**config.mk**
```make
export PLATFORM = sky130hd
export DESIGN_NAME = mem_dut_axi_rd_resp_chk_256
export DESIGN_NICKNAME = d
export VERILOG_FILES = /design/src/rtl/mem_dut_axi_pkg.sv /design/src/rtl/mem_dut_rdata_cmp_256.sv /design/src/rtl/mem_dut_axi_rd_resp_chk_256.sv
export SDC_FILE = /design/constraint.sdc
export NUM_CORES = 1
export LEC_CHECK = 0
export BUFFER_PORTS_ARGS = -buffer_cell sky130_fd_sc_hd__buf_4
export CORE_AREA = 2 2 294 296
export DETAILED_ROUTE_END_ITERATION = 16
export DIE_AREA = 0 0 296 298
export PLACE_DENSITY = 0.35
export REMOVE_ABC_BUFFERS = 1
export SETUP_SLACK_MARGIN = 0.02
export SLEW_MARGIN = 20
export SYNTH_ARGS = -nofsm -noshare
export SYNTH_HDL_FRONTEND = slang
export SYNTH_SLANG_ARGS = --single-unit
```
**constraint.sdc**
```tcl
create_clock -name pg_clk -period 11.1 [get_ports pg_clk]
set_input_delay 2.22 -clock pg_clk [delete_from_list [all_inputs] [get_ports pg_clk]]
set_output_delay 2.22 -clock pg_clk [all_outputs]
set_load 0.02 [all_outputs]
```
**src/rtl/mem_dut_axi_pkg.sv**
```systemverilog
// Shared definitions for the 256-bit memory-DUT AXI read path:
// arcmd info field offsets, response encoding, checker FSM states and
// rready pacing modes.
package mem_dut_axi_pkg;

  // pg_axi_arcmd_info = {size[26:24], burst[23:22], len[21:14], id[13:0]}
  localparam int unsigned ARINFO_ID_LSB    = 0;
  localparam int unsigned ARINFO_ID_W      = 14;
  localparam int unsigned ARINFO_LEN_LSB   = 14;
  localparam int unsigned ARINFO_LEN_W     = 8;
  localparam int unsigned ARINFO_BURST_LSB = 22;
  localparam int unsigned ARINFO_BURST_W   = 2;
  localparam int unsigned ARINFO_SIZE_LSB  = 24;
  localparam int unsigned ARINFO_SIZE_W    = 3;

  localparam logic [1:0] RRESP_OKAY = 2'b00;

  // Largest AxSIZE that fits a 256-bit beat (32 bytes).
  localparam logic [2:0] AXI_SIZE_MAX = 3'd5;

  typedef enum logic [1:0] {
    ST_IDLE  = 2'd0,
    ST_BURST = 2'd1,
    ST_HALT  = 2'd2
  } chk_state_e;

  typedef enum logic [1:0] {
    RDY_ALWAYS  = 2'd0,
    RDY_HALF    = 2'd1,
    RDY_QUARTER = 2'd2,
    RDY_NEVER   = 2'd3
  } rready_mode_e;

endpackage

```
**src/rtl/mem_dut_rdata_cmp_256.sv**
```systemverilog
// Byte-lane compare of one R beat against golden data.
//   rdata_i    : received beat data
//   golden_i   : expected beat data
//   strb_i     : golden byte mask (one bit per lane)
//   size_i     : AxSIZE of the burst (clamped to 5)
//   beat_idx_i : beat index within the burst, selects the narrow lane window
//   mismatch_o : some enabled lane differs
module mem_dut_rdata_cmp_256
  import mem_dut_axi_pkg::*;
#(
  parameter int unsigned DATA_W = 256,
  parameter int unsigned BYTE_W = DATA_W / 8
) (
  input  logic [DATA_W-1:0] rdata_i,
  input  logic [DATA_W-1:0] golden_i,
  input  logic [BYTE_W-1:0] strb_i,
  input  logic [2:0]        size_i,
  input  logic [7:0]        beat_idx_i,
  output logic              mismatch_o
);

  logic [2:0]        size_c;
  logic [5:0]        nbytes;
  logic [63:0]       base_mask;
  logic [12:0]       lane_off;
  logic [BYTE_W-1:0] lane_mask;
  logic [BYTE_W-1:0] cmp_mask;

  // Narrow beats walk through the 32 lanes: window of 2^size bytes starting
  // at (beat_idx << size) mod 32. Base mask built wide so size=5 gives 32 ones.
  always_comb begin
    size_c    = (size_i > AXI_SIZE_MAX) ? AXI_SIZE_MAX : size_i;
    nbytes    = 6'd1 << size_c;
    base_mask = (64'd1 << nbytes) - 64'd1;
    lane_off  = {5'd0, beat_idx_i} << size_c;
    lane_mask = base_mask[BYTE_W-1:0] << lane_off[4:0];
    cmp_mask  = strb_i & lane_mask;
  end

  always_comb begin
    mismatch_o = 1'b0;
    for (int unsigned i = 0; i < BYTE_W; i++) begin
      if (cmp_mask[i] && (rdata_i[i*8 +: 8] != golden_i[i*8 +: 8])) begin
        mismatch_o = 1'b1;
      end
    end
  end

endmodule

```
**src/rtl/mem_dut_axi_rd_resp_chk_256.sv**
```systemverilog
// AXI R-channel checker for the 256-bit memory-DUT pattern generator.
// Accepts read beats, checks id/resp/last/data against the generator's
// expected AR info and golden stream, and advances that stream.
//   pg_clk, pg_rstn       : clock, synchronous active-low reset
//   status_clear          : clear counters, flags and FSM
//   stop_on_err           : stop accepting beats after the first error
//   rready_mode           : rready pacing (always / 1-of-2 / 1-of-4 / never)
//   pg_axi_arcmd_info     : expected {size, burst, len, id}
//   pg_axi_rdata/rstrb    : golden data and byte mask for the current beat
//   axi_r*                : AXI R channel
//   arcmd_info_update     : burst completed (combinational pulse)
//   axi_rdata_cnt_total   : beats accepted since clear
//   rd_burst_cnt          : bursts completed
//   err_data_cnt          : data-mismatch beats (saturating)
//   err_flags             : sticky {resp, last, id, data}
//   first_err_beat        : beat count of the first failing beat
//   chk_halted            : checker halted on error
module mem_dut_axi_rd_resp_chk_256
  import mem_dut_axi_pkg::*;
#(
  parameter int unsigned DATA_W = 256,
  parameter int unsigned BYTE_W = DATA_W / 8
) (
  input  logic                pg_clk,
  input  logic                pg_rstn,
  input  logic                status_clear,
  input  logic                stop_on_err,
  input  logic [1:0]          rready_mode,
  input  logic [26:0]         pg_axi_arcmd_info,
  input  logic [DATA_W-1:0]   pg_axi_rdata,
  input  logic [2*BYTE_W-1:0] pg_axi_rstrb,
  input  logic                axi_rvalid,
  input  logic [13:0]         axi_rid,
  input  logic [DATA_W-1:0]   axi_rdata,
  input  logic [1:0]          axi_rresp,
  input  logic                axi_rlast,
  output logic                axi_rready,
  output logic                arcmd_info_update,
  output logic [31:0]         axi_rdata_cnt_total,
  output logic [31:0]         rd_burst_cnt,
  output logic [15:0]         err_data_cnt,
  output logic [3:0]          err_flags,
  output logic [31:0]         first_err_beat,
  output logic                chk_halted
);

  chk_state_e  state_q, state_d;
  logic [1:0]  phase_q;
  logic [7:0]  beat_idx_q, beat_idx_d;
  logic [31:0] total_q, total_d;
  logic [31:0] burst_q, burst_d;
  logic [15:0] err_data_q, err_data_d;
  logic [3:0]  flags_q, flags_d;
  logic [31:0] first_q, first_d;

  logic [13:0] exp_id;
  logic [7:0]  exp_len;
  logic [2:0]  exp_size;
  logic        pace_ok;
  logic        hs;
  logic        burst_end;
  logic        data_err;
  logic [3:0]  beat_errs;
  logic        unused_inputs;

  assign exp_id   = pg_axi_arcmd_info[ARINFO_ID_LSB   +: ARINFO_ID_W];
  assign exp_len  = pg_axi_arcmd_info[ARINFO_LEN_LSB  +: ARINFO_LEN_W];
  assign exp_size = pg_axi_arcmd_info[ARINFO_SIZE_LSB +: ARINFO_SIZE_W];

  assign unused_inputs = ^{pg_axi_rstrb[2*BYTE_W-1:BYTE_W],
                           pg_axi_arcmd_info[ARINFO_BURST_LSB +: ARINFO_BURST_W]};

  mem_dut_rdata_cmp_256 #(
    .DATA_W (DATA_W),
    .BYTE_W (BYTE_W)
  ) u_cmp (
    .rdata_i    (axi_rdata),
    .golden_i   (pg_axi_rdata),
    .strb_i     (pg_axi_rstrb[BYTE_W-1:0]),
    .size_i     (exp_size),
    .beat_idx_i (beat_idx_q),
    .mismatch_o (data_err)
  );

  always_comb begin
    pace_ok = 1'b0;
    case (rready_mode_e'(rready_mode))
      RDY_ALWAYS:  pace_ok = 1'b1;
      RDY_HALF:    pace_ok = ~phase_q[0];
      RDY_QUARTER: pace_ok = (phase_q == 2'd0);
      RDY_NEVER:   pace_ok = 1'b0;
      default:     pace_ok = 1'b0;
    endcase
  end

  // Ready is gated by reset and clear combinationally, so a clear can never
  // coincide with a handshake and the update pulse needs no extra gating.
  assign axi_rready        = pg_rstn & ~status_clear & (state_q != ST_HALT) & pace_ok;
  assign hs                = axi_rvalid & axi_rready;
  assign burst_end         = hs & (beat_idx_q == exp_len);
  assign arcmd_info_update = burst_end;

  assign beat_errs = {(axi_rresp != RRESP_OKAY),
                      (axi_rlast != (beat_idx_q == exp_len)),
                      (axi_rid != exp_id),
                      data_err};

  always_comb begin
    state_d    = state_q;
    beat_idx_d = beat_idx_q;
    total_d    = total_q;
    burst_d    = burst_q;
    err_data_d = err_data_q;
    flags_d    = flags_q;
    first_d    = first_q;

    if (status_clear) begin
      state_d    = ST_IDLE;
      beat_idx_d = '0;
      total_d    = '0;
      burst_d    = '0;
      err_data_d = '0;
      flags_d    = '0;
      first_d    = '0;
    end else if (hs) begin
      total_d = total_q + 32'd1;
      if (data_err && (err_data_q != '1)) begin
        err_data_d = err_data_q + 16'd1;
      end
      flags_d = flags_q | beat_errs;
      if ((beat_errs != '0) && (flags_q == '0)) begin
        first_d = total_q;
      end
      if (burst_end) begin
        beat_idx_d = '0;
        burst_d    = burst_q + 32'd1;
        state_d    = ST_IDLE;
      end else begin
        beat_idx_d = beat_idx_q + 8'd1;
        state_d    = ST_BURST;
      end
      if ((beat_errs != '0) && stop_on_err) begin
        state_d = ST_HALT;
      end
    end
  end

  always_ff @(posedge pg_clk) begin
    if (!pg_rstn) begin
      state_q    <= ST_IDLE;
      phase_q    <= '0;
      beat_idx_q <= '0;
      total_q    <= '0;
      burst_q    <= '0;
      err_data_q <= '0;
      flags_q    <= '0;
      first_q    <= '0;
    end else begin
      state_q    <= state_d;
      phase_q    <= phase_q + 2'd1;
      beat_idx_q <= beat_idx_d;
      total_q    <= total_d;
      burst_q    <= burst_d;
      err_data_q <= err_data_d;
      flags_q    <= flags_d;
      first_q    <= first_d;
    end
  end

  assign axi_rdata_cnt_total = total_q;
  assign rd_burst_cnt        = burst_q;
  assign err_data_cnt        = err_data_q;
  assign err_flags           = flags_q;
  assign first_err_beat      = first_q;
  assign chk_halted          = (state_q == ST_HALT);

endmodule

```
==> impl_metrics.py <==
metrics = {
    "floorplan": {
        "initial_core_util_pct": 11.2,
        "ios": 746,
        "core_um2": 84900,
        "die_width_um": 296,
        "die_area_um2": 88200,
        "die-height_um": 298,
        "row_count": 107,
    },
    "synth": {
        "synth_area_um2": 9530,
        "synth.distinct_cells": 68,
        "seq_area_frac_synth_pct": 26.9,
        "synthCells": 1151,
        "synth_area_leader_cell": "dfxtp_1",
        "synthTopCellsByArea": "dfxtp_1 (27%), xnor2_1 (23%), xor2_1 (7.6%), nand4_1 (5.6%), nor2_1 (5.0%)",
        "async_flop_share_pct": 0,
        "yosys-top-cells-count": "xnor2_1 (252), dfxtp_1 (128), nor2_1 (128)",
        "ys.flop_type": "dfxtp_1",
        "synth_top_area_share_pct": 26.9,
        "synth-edff-count": 0,
        "synth_most_common_cell": "xnor2_1",
        "syn_area_per_cell_um2": 8.28,
        "ys_seq_elements": 128,
        "ys.warnings.count": 0,
    },
    "routing": {
        "antenna_left": 0,
        "drc_errors": 0,
        "dr.pass1.iters": 4,
        "routed_wire_length_per_instance_um": 21.9,
        "num_vias": 11300,
        "via_per_inst": 3.74,
        "drtIter0Drc": 382,
        "wirelength_mm": 66.3,
    },
    "layout": {
        "final_cells": 3020,
        "post-route-util_pct": 19.8,
        "layout-drive-gt1-share_pct": 41.4,
        "fillers": 9648,
        "multi_input_area_um2": 6700,
        "areaGrowthSynthToFinish_pct": 75.9,
        "seq_area_um2": 2560,
        "layout.nets": 2475,
        "final_area_um2": 16800,
    },
    "clock_network": {
        "hold_buffers": 0,
        "clk_pin_slew_ns": 0.06,
        "post_cts_buffers": 0,
        "cts-root-buf": "clkbuf_16",
        "insertion_delay_ns": 0.44,
        "cts_sinks": 128,
        "cts_buffers": 17,
        "cts_tree": "yes",
        "cts.htree.levels": 4,
        "cts_resized": 0,
        "clockBufferDepth": 2,
    },
    "placement": {
        "dp_hpwl_mm": 59.7,
        "place_inst": 2967,
        "port-buffer-count": 711,
        "placed_area_um2": 16100,
        "gp_congestion": 0.948,
    },
    "setup_path": {
        "path_cells": "buf_4 -> or3_1 -> ha_1 -> or3_4 -> a211o_1 -> a31oi_1 -> a21oi_1 -> o32ai_1 -> o31ai_1 -> nor4_2 -> and2_2 -> or3b_1 -> mux2i_1",
        "critPathTopFamily": "simple AND/OR/NAND/NOR gates",
        "startpoint_type": "primary input",
        "cp_max_fo": 34,
        "critPathKind": "in -> reg",
        "critical-path-slowest-cell": "and2_2",
        "end_kind": "flop",
        "cp.required_ns": 11.47,
        "cp_slowest_stage_delay_ns": 0.67,
        "cp.buffers_inverters": 1,
        "reg2reg_slack_ns": 6.47,
        "cp.arrival_ns": 6.90,
    },
    "grt": {
        "grt_max_degree": 81,
        "grt_overflow_total": 0,
        "grt_pass1_vias": 11600,
        "antenna_found_initial": 49,
        "grtUsageTotal_pct": 14.4,
        "grt_pass1_wl_mm": 88.4,
    },
    "pwr": {
        "clockPowerShare_pct": 41.4,
        "sw_frac_of_total_pct": 28.1,
        "peakVddDrop_uv": 104,
        "leakage_nw": 6.63,
        "internal_power_mw": 1.02,
        "p_seq_share_pct": 32.7,
        "combPwrFrac_pct": 25.9,
        "cellPowerDensity_nw_per_um2": 84.2,
        "power.switching_uw": 396,
    },
    "min_path": {
        "worstHoldPathType": "reg -> reg",
    },
    "job": {
        "drv_cap": 0,
    },
    "timing": {
        "slew-limit-headroom_pct": 31.6,
        "post-route-period-util_pct": 58.8,
        "rsz0062_at_grt": "false",
        "fin_tns_setup_ns": 0,
        "fin_hold_ws_ns": 0.440,
        "max_clock_freq_ghz": 0.153,
        "setup_viol": 0,
        "maxSlewViolCount": 0,
        "tightest_slew_ns": 1.02,
        "min_period_ns": 6.53,
        "skew_ns": 0.0102,
        "hold_viol": 0,
    },
    "run_status": {
        "status": "complete, no violations",
    },
}
registers in the layout, indices dropped and copies added (netlist names):
name                 count
phase_q                  2
state_q                  2
err_flags                4
err_data_cnt            16
axi_rdata_cnt_total     32
rd_burst_cnt            32
beat_idx_q               8
first_err_beat          32
worst paths after layout:
kind,from,depth (start not counted),endpoint
setup / recovery,pg_axi_arcmd_info[25],13,err_data_cnt[2]
hold / removal,phase_q[0],1,phase_q[0]
setup reg to reg,beat_idx_q[0],10,err_data_cnt[2]
hold reg to reg,phase_q[0],1,phase_q[0]
final cells by class:
type | instances | area share, %
clock buffers | 17 | 2.54
inverters | 12 | 0.269
repair buffers | 717 | 32.1
clock inverters | 15 | 1.02
well taps | 1144 | 8.54
multi-input cells | 966 | 39.9
flip-flops and latches | 128 | 15.3
diodes | 21 | 0.313
cell families after synthesis:
group,after synthesis,share of synthesized area (%)
flops,128,26.9
fa+ha+maj,6,0.787
xor+xnor,335,30.8
compound gates,165,11.6
buf+inv,57,3.08
simple gates,419,22.6
mux,40,4.23
other cells,1,0.0393
stage by stage:
| stage | worst slack, ns | power, mW |
|---|---|---|
| 2_1_floorplan | 4.65 | 0.602 |
| 4_1_cts | 4.11 | 1.44 |
| 3_3_place_gp | 3.73 | 0.839 |
| 6_report | 4.57 | 1.41 |
| 5_1_grt | 4.30 | 1.48 |
| 3_5_place_dp | 3.65 | 0.844 |
placed cells by master, fill, tap and decap left out, types with 5 or more instances in the layout:
master     synthesis  final
a211oi_1           5      5
a21oi_1           31     31
a31oi_1            5      5
and2_1             8      7
and3_1            20     20
buf_4              3    717
clkbuf_16          0     17
dfxtp_1          128    128
diode_2            0     21
ha_1               6      6
inv_1             12     12
inv_6              0      7
mux2i_1           38     38
nand2_1           68     68
nand2b_1           7      6
nand3_1           30     30
nand4_1           85     85
nor2_1           128    127
nor2b_1            5      5
nor3_1            12     12
nor4_1            11     11
o211ai_1          16     16
o21ai_0           52     52
o221ai_1           5      5
o22ai_1            5      5
o31ai_1            6      6
or3_1             17     17
or4_1              9      9
xnor2_1          252    252
xor2_1            83     83
metal layers:
| metal | vias up | global-route usage [%] | wire length [µm] |
|---|---|---|---|
| li1 | 5477 | - | - |
| met1 | 5213 | 14.1 | 23000 |
| met2 | 470 | 26.9 | 35400 |
| met3 | 100 | 5.53 | 5500 |
| met4 | 32 | 5.80 | 2140 |
| met5 | - | 0 | 206 |
power by group through the flow:
stage	registers [mW]	logic, mW	clock network (mW)
after floorplan	0.472	0.129	0
after global placement	0.472	0.367	0
after detailed placement	0.472	0.372	0
after CTS	0.462	0.373	0.608
after global routing	0.462	0.395	0.626
final	0.462	0.365	0.585
(Power assumes the default switching activity.)
